`config.mk`:
```
export PLATFORM = sky130hd
export DESIGN_NAME = in_service_acknowledge_8259a
export DESIGN_NICKNAME = d
export VERILOG_FILES = /design/src/rtl/in_service_acknowledge_8259a.sv
export SDC_FILE = /design/constraint.sdc
export NUM_CORES = 1
export LEC_CHECK = 0
export ABC_AREA = 0
export BUFFER_PORTS_ARGS = -buffer_cell sky130_fd_sc_hd__buf_2
export CORE_MARGIN = 8
export CORE_UTILIZATION = 35
export CTS_CLUSTER_DIAMETER = 50
export DETAILED_ROUTE_END_ITERATION = 7
export GPL_ROUTABILITY_DRIVEN = 0
export HOLD_SLACK_MARGIN = 0.12
export PLACE_DENSITY = 0.54
export SYNTH_ARGS = -nofsm -noshare
export SYNTH_HDL_FRONTEND = slang
export SYNTH_SLANG_ARGS = --single-unit
export TNS_END_PERCENT = 1
```
`constraint.sdc`:
```
create_clock -name clock -period 5.54 [get_ports clock]
set_clock_uncertainty 0.05 [all_clocks]
set_input_delay 1.385 -clock clock [delete_from_list [all_inputs] [get_ports clock]]
set_output_delay 1.385 -clock clock [all_outputs]
set_load 0.01 [all_outputs]
```
`src/rtl/in_service_acknowledge_8259a.sv`:
```
// 8259A in-service / acknowledge block: priority resolution, INT generation,
// two-pulse 8086 INTA# sequence, ISR bookkeeping and vector delivery.
module in_service_acknowledge_8259a #(
    parameter logic [2:0] SPURIOUS_ID = 3'd7
) (
    input  logic       clock,
    input  logic       reset,
    input  logic [7:0] interrupt_request_register,
    input  logic [7:0] interrupt_mask,
    input  logic       interrupt_acknowledge_n,
    input  logic       auto_eoi_config,
    input  logic       rotate_on_auto_eoi,
    input  logic       non_specific_eoi,
    input  logic [7:0] specific_eoi,
    input  logic [4:0] vector_base,
    output logic       interrupt_to_cpu,
    output logic [7:0] clear_interrupt_request,
    output logic       freeze,
    output logic [7:0] in_service_register,
    output logic [7:0] vector_out,
    output logic       vector_out_enable
);

    localparam logic [1:0] IDLE      = 2'd0;
    localparam logic [1:0] ACK1      = 2'd1;
    localparam logic [1:0] ACK2_WAIT = 2'd2;
    localparam logic [1:0] ACK2      = 2'd3;

    logic [1:0] r_state;
    logic [2:0] r_lowest_priority;
    logic       r_inta_prev;
    logic [2:0] r_level;
    logic       r_spurious;
    logic       r_int;
    logic [7:0] r_clear;
    logic       r_freeze;
    logic [7:0] r_isr;
    logic [7:0] r_vector;
    logic       r_vector_en;

    logic       w_fall;
    logic       w_rise;
    logic [7:0] w_candidate;
    logic       w_cand_valid;
    logic [2:0] w_cand_rank;
    logic       w_isr_valid;
    logic [2:0] w_isr_rank;
    logic [2:0] w_winner;
    logic [2:0] w_isr_top;
    logic       w_eligible;
    logic [7:0] w_isr_set;
    logic [7:0] w_isr_clr;
    logic [7:0] w_isr_next;

    assign w_fall = r_inta_prev & ~interrupt_acknowledge_n;
    assign w_rise = ~r_inta_prev & interrupt_acknowledge_n;

    // Rank 0 is the highest-priority level, i.e. lowest_priority + 1 (mod 8).
    always_comb begin
        logic [2:0] idx;
        w_candidate  = interrupt_request_register & ~interrupt_mask;
        w_cand_valid = 1'b0;
        w_cand_rank  = 3'd0;
        w_isr_valid  = 1'b0;
        w_isr_rank   = 3'd0;
        idx          = 3'd0;
        for (int k = 7; k >= 0; k--) begin
            idx = 3'(r_lowest_priority + 3'd1 + 3'(k));
            if (w_candidate[idx]) begin
                w_cand_valid = 1'b1;
                w_cand_rank  = 3'(k);
            end
            if (r_isr[idx]) begin
                w_isr_valid = 1'b1;
                w_isr_rank  = 3'(k);
            end
        end
        w_winner   = 3'(r_lowest_priority + 3'd1 + w_cand_rank);
        w_isr_top  = 3'(r_lowest_priority + 3'd1 + w_isr_rank);
        // Fully nested: only strictly higher priority than the top ISR bit
        w_eligible = w_cand_valid && (!w_isr_valid || (w_cand_rank < w_isr_rank));
    end

    // ISR next state: clears from EOIs / auto-EOI, set on first INTA wins.
    always_comb begin
        w_isr_set = 8'h00;
        w_isr_clr = specific_eoi;
        if (r_state == IDLE && w_fall && w_eligible) begin
            w_isr_set[w_winner] = 1'b1;
        end
        if (non_specific_eoi && w_isr_valid) begin
            w_isr_clr[w_isr_top] = 1'b1;
        end
        if (r_state == ACK2 && w_rise && auto_eoi_config && !r_spurious) begin
            w_isr_clr[r_level] = 1'b1;
        end
        w_isr_next = (r_isr & ~w_isr_clr) | w_isr_set;
    end

    // Acknowledge FSM, INT, freeze, clear pulse and vector registers.
    always_ff @(posedge clock or posedge reset) begin
        if (reset) begin
            r_state           <= IDLE;
            r_lowest_priority <= 3'd7;
            r_inta_prev       <= 1'b1;
            r_level           <= 3'd0;
            r_spurious        <= 1'b0;
            r_int             <= 1'b0;
            r_clear           <= 8'h00;
            r_freeze          <= 1'b0;
            r_isr             <= 8'h00;
            r_vector          <= 8'h00;
            r_vector_en       <= 1'b0;
        end else begin
            r_inta_prev <= interrupt_acknowledge_n;
            r_isr       <= w_isr_next;
            r_clear     <= w_isr_set;
            r_int       <= (r_state == IDLE && !w_fall) ? w_eligible : 1'b0;
            case (r_state)
                IDLE: begin
                    if (w_fall) begin
                        r_freeze   <= 1'b1;
                        r_state    <= ACK1;
                        r_spurious <= ~w_eligible;
                        r_level    <= w_eligible ? w_winner : SPURIOUS_ID;
                    end
                end
                ACK1: begin
                    if (w_rise) begin
                        r_state <= ACK2_WAIT;
                    end
                end
                ACK2_WAIT: begin
                    if (w_fall) begin
                        r_vector    <= {vector_base, r_level};
                        r_vector_en <= 1'b1;
                        r_state     <= ACK2;
                    end
                end
                default: begin
                    if (w_rise) begin
                        r_vector_en <= 1'b0;
                        r_freeze    <= 1'b0;
                        r_state     <= IDLE;
                        if (auto_eoi_config && !r_spurious && rotate_on_auto_eoi) begin
                            r_lowest_priority <= r_level;
                        end
                    end
                end
            endcase
        end
    end

    assign interrupt_to_cpu        = r_int;
    assign clear_interrupt_request = r_clear;
    assign freeze                  = r_freeze;
    assign in_service_register     = r_isr;
    assign vector_out              = r_vector;
    assign vector_out_enable       = r_vector_en;

endmodule
```
# Yosys cells after proc, flatten, opt, wreduce, memory -nomap -nowiden
# Cells that the tools add are included.
# word_totals
reg_bits	37
latchBits	0
mem_bits_rw	0
rom_bits	0
input_bits	35
output_inout_bits	27
wordCells	171
mem_count	0
# op_classes
add_sub_neg	10
multipliers	0
div	0
magnitude_cmp	15
n_eq_ne	6
n_shift	0
muxes	84
n_bitwise	15
reduce_logical	30
# ops
op	n
two-way mux 3 bit	17
binary-select mux 1 bit (select 3 bit)	16
< comparator 3 x 4 -> 1 bit, second input constant	11
two-way mux 1 bit	38
two-way mux 8 bit	3
bitwise OR 8 bit	3
bitwise AND 8 bit	2
inverter 8 bit	2
logical AND 1 bit	13
adder 3 bit, second input constant	4
demux 1 bit (select 3 bit)	3
greater-or-equal comparator 3 x 1 -> 1 bit, second input constant	3
AND reduction 3 bit	3
two-way mux 2 bit	4
adder 3 x 1 -> 3 bit, second input constant	2
adder 3 x 2 -> 3 bit, second input constant	2
adder 3 bit	2
!= test 2 bit, second input constant	3
inverter 1 bit	6
case mux 2 bit (3 select lines)	1
== test 2 bit, second input constant	2
case mux 1 bit (2 select lines)	2
AND reduction 2 bit	2
AND reduction 4 bit	1
10 further kinds	15

# Logic depth before layout (Yosys ltp)
# logic_depth
depth_word	24
depth_mapped	21
depth_no_buf	15

# Worst setup path after synthesis
# No wires, ideal clock.
# synth_timing
path_kind	reg2reg
start	reg r_lowest_priority[0]
end	reg r_level[2]
setup_ns	0.121
arrival_time_ns	4.270
required_time_ns	5.369
path_slack_ns	1.099
stages_incl_launch_ff	19
n_path_buf	5
synth_period_minus_slack_ns	4.441
cell_sequence	dfstp_2 > buf_6 > buf_6 > buf_6 > inv_1 > ha_1 > buf_6 > buf_12 > mux4_1 > nor2_1 > a211oi_1 > a21oi_1 > nor3b_1 > inv_1 > ha_1 > a211o_1 > o31a_4 > or2_4 > o22a_1
# synth_via
elab_chain_cells	16
word_cells_on_any_way	78
cone_classes	9 x add/sub; 1 x order compare; 65 x mux; 3 x reduce/logical
# synth_rtl
item	line_no	rtl
start: declaration	30	logic [2:0] r_lowest_priority;
start signal: assignment	146	r_lowest_priority <= r_level;
adder 3 x 1 -> 3 bit *	68, 78	
adder 3 bit	68	idx = 3'(r_lowest_priority + 3'd1 + 3'(k));
binary-select mux 1 bit (select 3 bit), on equally long branches	69, 73	
two-way mux 1 bit, on equally long branches	69, 73	
two-way mux 3 bit, or another cell as far along (8 in series)	69	if (w_candidate[idx]) begin
< comparator 3 bit / zero test 1 bit (equally long branches)	81	w_eligible = w_cand_valid && (!w_isr_valid || (w_cand_rank < w_isr_rank));
logical OR 1 bit	81	
logical AND 1 bit	81	
two-way mux 3 bit *	125	r_level <= w_eligible ? w_winner : SPURIOUS_ID;
end signal: assignment	125	
end: declaration	32	logic [2:0] r_level;
# Every way passes the cells marked *; elsewhere a longest branch is shown, timed or not. The select of a mux whose other input is x is not followed.
# A chain may end at the register's enable or synchronous reset.

# Worst setup path after layout
# layout_timing
start	reg r_lowest_priority[0]
end	reg r_isr[4], in the netlist in_service_register[4]
# layout_via
elab_chain_cells	24
word_cells_on_any_way	98
cone_classes	10 x add/sub; 5 x order compare; 71 x mux; 5 x bitwise; 7 x reduce/logical
# layout_rtl
item	line_no	rtl
adder 3 x 1 -> 3 bit *	68, 78, 79	
adder 3 bit	68	
binary-select mux 1 bit (select 3 bit)	73	if (r_isr[idx]) begin
two-way mux 1 bit (not written as such)	73	
two-way mux 3 bit (8 in series)	73	
adder 3 bit	79	w_isr_top = 3'(r_lowest_priority + 3'd1 + w_isr_rank);
< comparator 3 x 4 -> 1 bit (not written as such) / greater-or-equal comparator 3 x 1 -> 1 bit (equally long branches)	92	w_isr_clr[w_isr_top] = 1'b1;
logical AND 1 bit (not written as such)	92	
(+2 left out)	n/a	
bitwise OR 8 bit (no source line)	n/a	
two-way mux 8 bit	91	if (non_specific_eoi && w_isr_valid) begin
bitwise OR 8 bit (no source line)	n/a	
two-way mux 8 bit	94	if (r_state == ACK2 && w_rise && auto_eoi_config && !r_spurious) begin
inverter 8 bit	97	w_isr_next = (r_isr & ~w_isr_clr) | w_isr_set;
bitwise AND 8 bit	97	
bitwise OR 8 bit *	97	
net w_isr_next[4]	53	logic [7:0] w_isr_next;
end signal: assignment	116	r_isr <= w_isr_next;
end: declaration	37	logic [7:0] r_isr;
# Mark *: on every way through the listed nets, which the timed path passes. The rest lies on a longest branch. The select of a mux whose other input is x is not followed.

==> summary.md <==
The run finished with clean final reports. For the sequential cell area fraction in the yosys report, the log shows 0.286. For the number of cells produced by synthesis, the log shows 308. The H-tree generated during clock tree synthesis spans 2 levels.

The total wire length is 8430 microns. The area share of the leading cell type in the synthesized netlist was 0.254; the number of remaining DRC errors was 0. The die boundary height is 112 microns, and the count of inserted antenna diode cells is 0.

Global route total overflow: 0. The first TritonRoute pass finished after 4 iterations. The fraction of synthesized cell area in xor and xnor cells is 0.0285, and the placeable core area is 9110 sq um.

The register-to-register setup slack was 510 ps; the arrival time of the worst setup path was 5180 ps. Among all flip-flop cells after synthesis, the most frequent one is sky130_fd_sc_hd__dfrtp_1. The worst slack at placement came out at 297 ps. The cell taking the most area after synthesis is sky130_fd_sc_hd__dfrtp_1. The dominant combinational cell family by area after synthesis was simple AND/OR/NAND/NOR gates. TritonCTS built the clock tree. After clock tree synthesis, the flow added hold-fix buffers numbering 0. Setup repair after global routing left no endpoint under its margin. Multiplexer share of the synthesized area: 0.217. The run gives 106 as the count of routing violations after the opening detailed-route iteration.

The number of register bits inferred by synthesis is 37. The tools report the post-detailed-route count of antenna-violating nets as 0. The run gives 2,812 as the via count of the first global-routing pass. Complex-gate fraction of the synthesized area: 0.130.

For the finished layout, the period the worst path requires is 5030 ps. The tools report the count of clock tree sinks as 37. At the later pin of the worst-skew pair, clock insertion delay measures 290 ps. The tools report the number of standard cells in the final layout excluding fillers as 478.

The kind of critical path was flop to flop. The first-pass GRT wire length was 14,300 microns; the net count after synthesis was 356. For the initial standard-cell utilization of the core, the log shows 0.357.

The tightest hold path in the finished design has a slack of 456 ps. For this run, the post-layout net count is 414. Adding up every negative setup slack in the final design gives 0 ps. The adder-cell share of the synthesized area works out to 0.0546. Setup violations remaining at the end of the flow were counted as 0. The total number of vias came out at 2,696. The worst setup path is captured at a flop.

The tightest min-delay check is of the flop to flop type. The horizontal die dimension was 112 microns; the cell total after placement was 470. The logs give 75 for the count of cell types in the netlist and 0 for the max-slew violation count. The clock transition at the registers of the reported paths works out to 80 ps.

The tools report the number of buffers on the longest clock path as 2. Async set-or-reset flop fraction in the synthesized netlist: 1.00. The logs give 12,600 sq um for the overall die area and 0.572 for the headroom to the max-slew limit. Using the TritonRoute via totals, the vias-per-cell ratio works out to 5.64. For the number of antenna violations at the first check in global routing, the log shows 0. The post-synthesis simple-gate area fraction is 0.232. Counting the buffers created by CTS gives 5. The share of layout cells above drive strength 1 was 0.297. Yosys mapped a number of flops with a built-in enable equal to 0. The total number of yosys warnings is 0. The startpoint type of the worst setup path is a flop. Relative to the synthesized area, the layout overhead comes to 13.7%. After synthesis, the cell types taking the most area are sky130_fd_sc_hd__dfrtp_1 25%, sky130_fd_sc_hd__mux4_2 6.9%, sky130_fd_sc_hd__mux4_1 5.7%. The count of standard-cell rows was 35; the total half-perimeter wirelength after legalization and detailed placement was 6710 microns.

The count of buffers from port buffering came out at 61. The run gives 199 MHz as the achievable frequency. The tools report the master cell of the clock root buffer as sky130_fd_sc_hd__clkbuf_8. For the required time reported for the critical path endpoint, the log shows 5680 ps. Along the worst path, the maximum fanout reaches 36.

The logs give 0.138 for the overall track demand over capacity in global routing and 0 for the final hold violation count. The synthesized area divided by synthesized cell count is 10.6 sq um. The run gives 3250 sq um as the summed instance area of the synthesized netlist.

Max-cap violation count: 0. For the pin with the worst max-slew slack, the measured transition is 633 ps. For the maximum number of pins on one net before global-route repair, the log shows 37.

The final critical-path share of the clock period works out to 0.909. The logs give 62 for the I/O pin total and 506 ps for the worst setup slack after layout. Wire length per cell after detailed routing: 17.6 microns.
cell usage in the layout (no fill, tap or decap), drive strengths merged, types with 3 or more instances in the layout:
| cell | instances |
|---|---|
| buf | 63 |
| dfrtp | 33 |
| nor2 | 31 |
| nand2 | 17 |
| o21ai | 17 |
| mux4 | 17 |
| nand2b | 16 |
| mux2i | 16 |
| inv | 12 |
| ha | 11 |
| mux2 | 11 |
| nor2b | 9 |
| nand3 | 7 |
| nand3b | 7 |
| clkbuf | 7 |
| nor3 | 6 |
| o221ai | 6 |
| nor4 | 6 |
| a21oi | 4 |
| o21a | 4 |
| nor4b | 4 |
| dfstp | 4 |
| nor3b | 3 |
| o32ai | 3 |
| and2 | 3 |
| xnor2 | 3 |
| or2 | 3 |
layout make-up:
class,count,area (sq um)
fillers,919,5410
multi-input cells,247,2150
flip-flops and latches,37,935
repair buffers,63,320
well taps,111,139
clock buffers,7,96.3
inverters,12,45.0
clock inverters,1,8.76
flip-flops by register name, indices dropped and copies added (netlist names):
signal / cells
r_state: 2
r_lowest_priority: 3
r_spurious: 1
interrupt_to_cpu: 1
vector_out_enable: 1
clear_interrupt_request: 8
freeze: 1
in_service_register: 8
vector_out: 8
r_inta_prev: 1
r_level: 3
synth_stat cells, types with 4 or more instances:
master and instances:
sky130_fd_sc_hd__a21oi_1 4, sky130_fd_sc_hd__buf_6 5, sky130_fd_sc_hd__dfrtp_1 33, sky130_fd_sc_hd__dfstp_2 4, sky130_fd_sc_hd__ha_1 11, sky130_fd_sc_hd__inv_1 11, sky130_fd_sc_hd__mux2_2 10, sky130_fd_sc_hd__mux2i_1 15
sky130_fd_sc_hd__mux4_1 7, sky130_fd_sc_hd__mux4_2 10, sky130_fd_sc_hd__nand2_1 17, sky130_fd_sc_hd__nand2b_1 15, sky130_fd_sc_hd__nand3_1 7, sky130_fd_sc_hd__nand3b_1 7, sky130_fd_sc_hd__nor2_1 31, sky130_fd_sc_hd__nor2b_1 9
sky130_fd_sc_hd__nor3_1 6, sky130_fd_sc_hd__o21a_1 4, sky130_fd_sc_hd__o21ai_0 10, sky130_fd_sc_hd__o21ai_1 7, sky130_fd_sc_hd__o221ai_1 6
worst paths after layout:
path                                                  start                               end  depth (start not counted)
setup / recovery           r_lowest_priority[0]$_DFFE_PP1P_  in_service_register[4]$_DFF_PP0_                         14
min in group asynchronous                             reset         vector_out[3]$_DFFE_PP0P_                          2
hold reg to reg                   vector_out[7]$_DFFE_PP0P_         vector_out[7]$_DFFE_PP0P_                          1
setup reg to reg           r_lowest_priority[0]$_DFFE_PP1P_  in_service_register[4]$_DFF_PP0_                         14
hold / removal                    vector_out[7]$_DFFE_PP0P_         vector_out[7]$_DFFE_PP0P_                          1
max in group asynchronous                             reset  r_lowest_priority[1]$_DFFE_PP1P_                          3
routing by layer:
| layer | track usage | share of wire | wire [microns] |
|---|---|---|---|
| met5 | 0 | 0 | 0 |
| met4 | 0.0378 | 0.0097 | 82 |
| met3 | 0.0333 | 0.065 | 545 |
| met2 | 0.227 | 0.47 | 4000 |
| met1 | 0.176 | 0.45 | 3810 |
worst max-delay path, stage by stage (launching register included):
cell	delay, ps
sky130_fd_sc_hd__dfstp_4	830
sky130_fd_sc_hd__inv_1	240
sky130_fd_sc_hd__ha_1	340
sky130_fd_sc_hd__buf_4	320
sky130_fd_sc_hd__and4bb_1	230
sky130_fd_sc_hd__nor4_1	530
sky130_fd_sc_hd__mux2i_1	350
sky130_fd_sc_hd__o21ai_1	160
sky130_fd_sc_hd__o311ai_1	220
sky130_fd_sc_hd__ha_1	270
sky130_fd_sc_hd__fa_1	370
sky130_fd_sc_hd__xor2_1	190
sky130_fd_sc_hd__xnor2_2	440
sky130_fd_sc_hd__nand2b_4	140
sky130_fd_sc_hd__o32ai_1	250
cells by family (layout without fill, tap and decap cells):
group | Yosys count | in the layout
AO/OA/AOI/OAI | 58 | 58
XOR/XNOR | 6 | 6
adder cells (fa/ha/maj) | 13 | 13
buffers and inverters | 24 | 83
flip-flops | 37 | 37
multiplexers | 44 | 44
AND/OR/NAND/NOR | 126 | 126
repair_timing:
action / CTS / global route
setup endpoints to repair: 0 / 10
gates resized for setup: 0 / 1
buffers inserted: 0 / 0
per-stage QoR:
stage	instance area [sq um]	util
CTS	3690	0.405
global placement	3590	0.394
global route	3700	0.406
floorplan	3250	-
detailed placement	3590	0.394
finish	3700	0.406
Power is not shown: default switching activity piles up to over one toggle a cycle in this logic, so the estimate is an artifact.
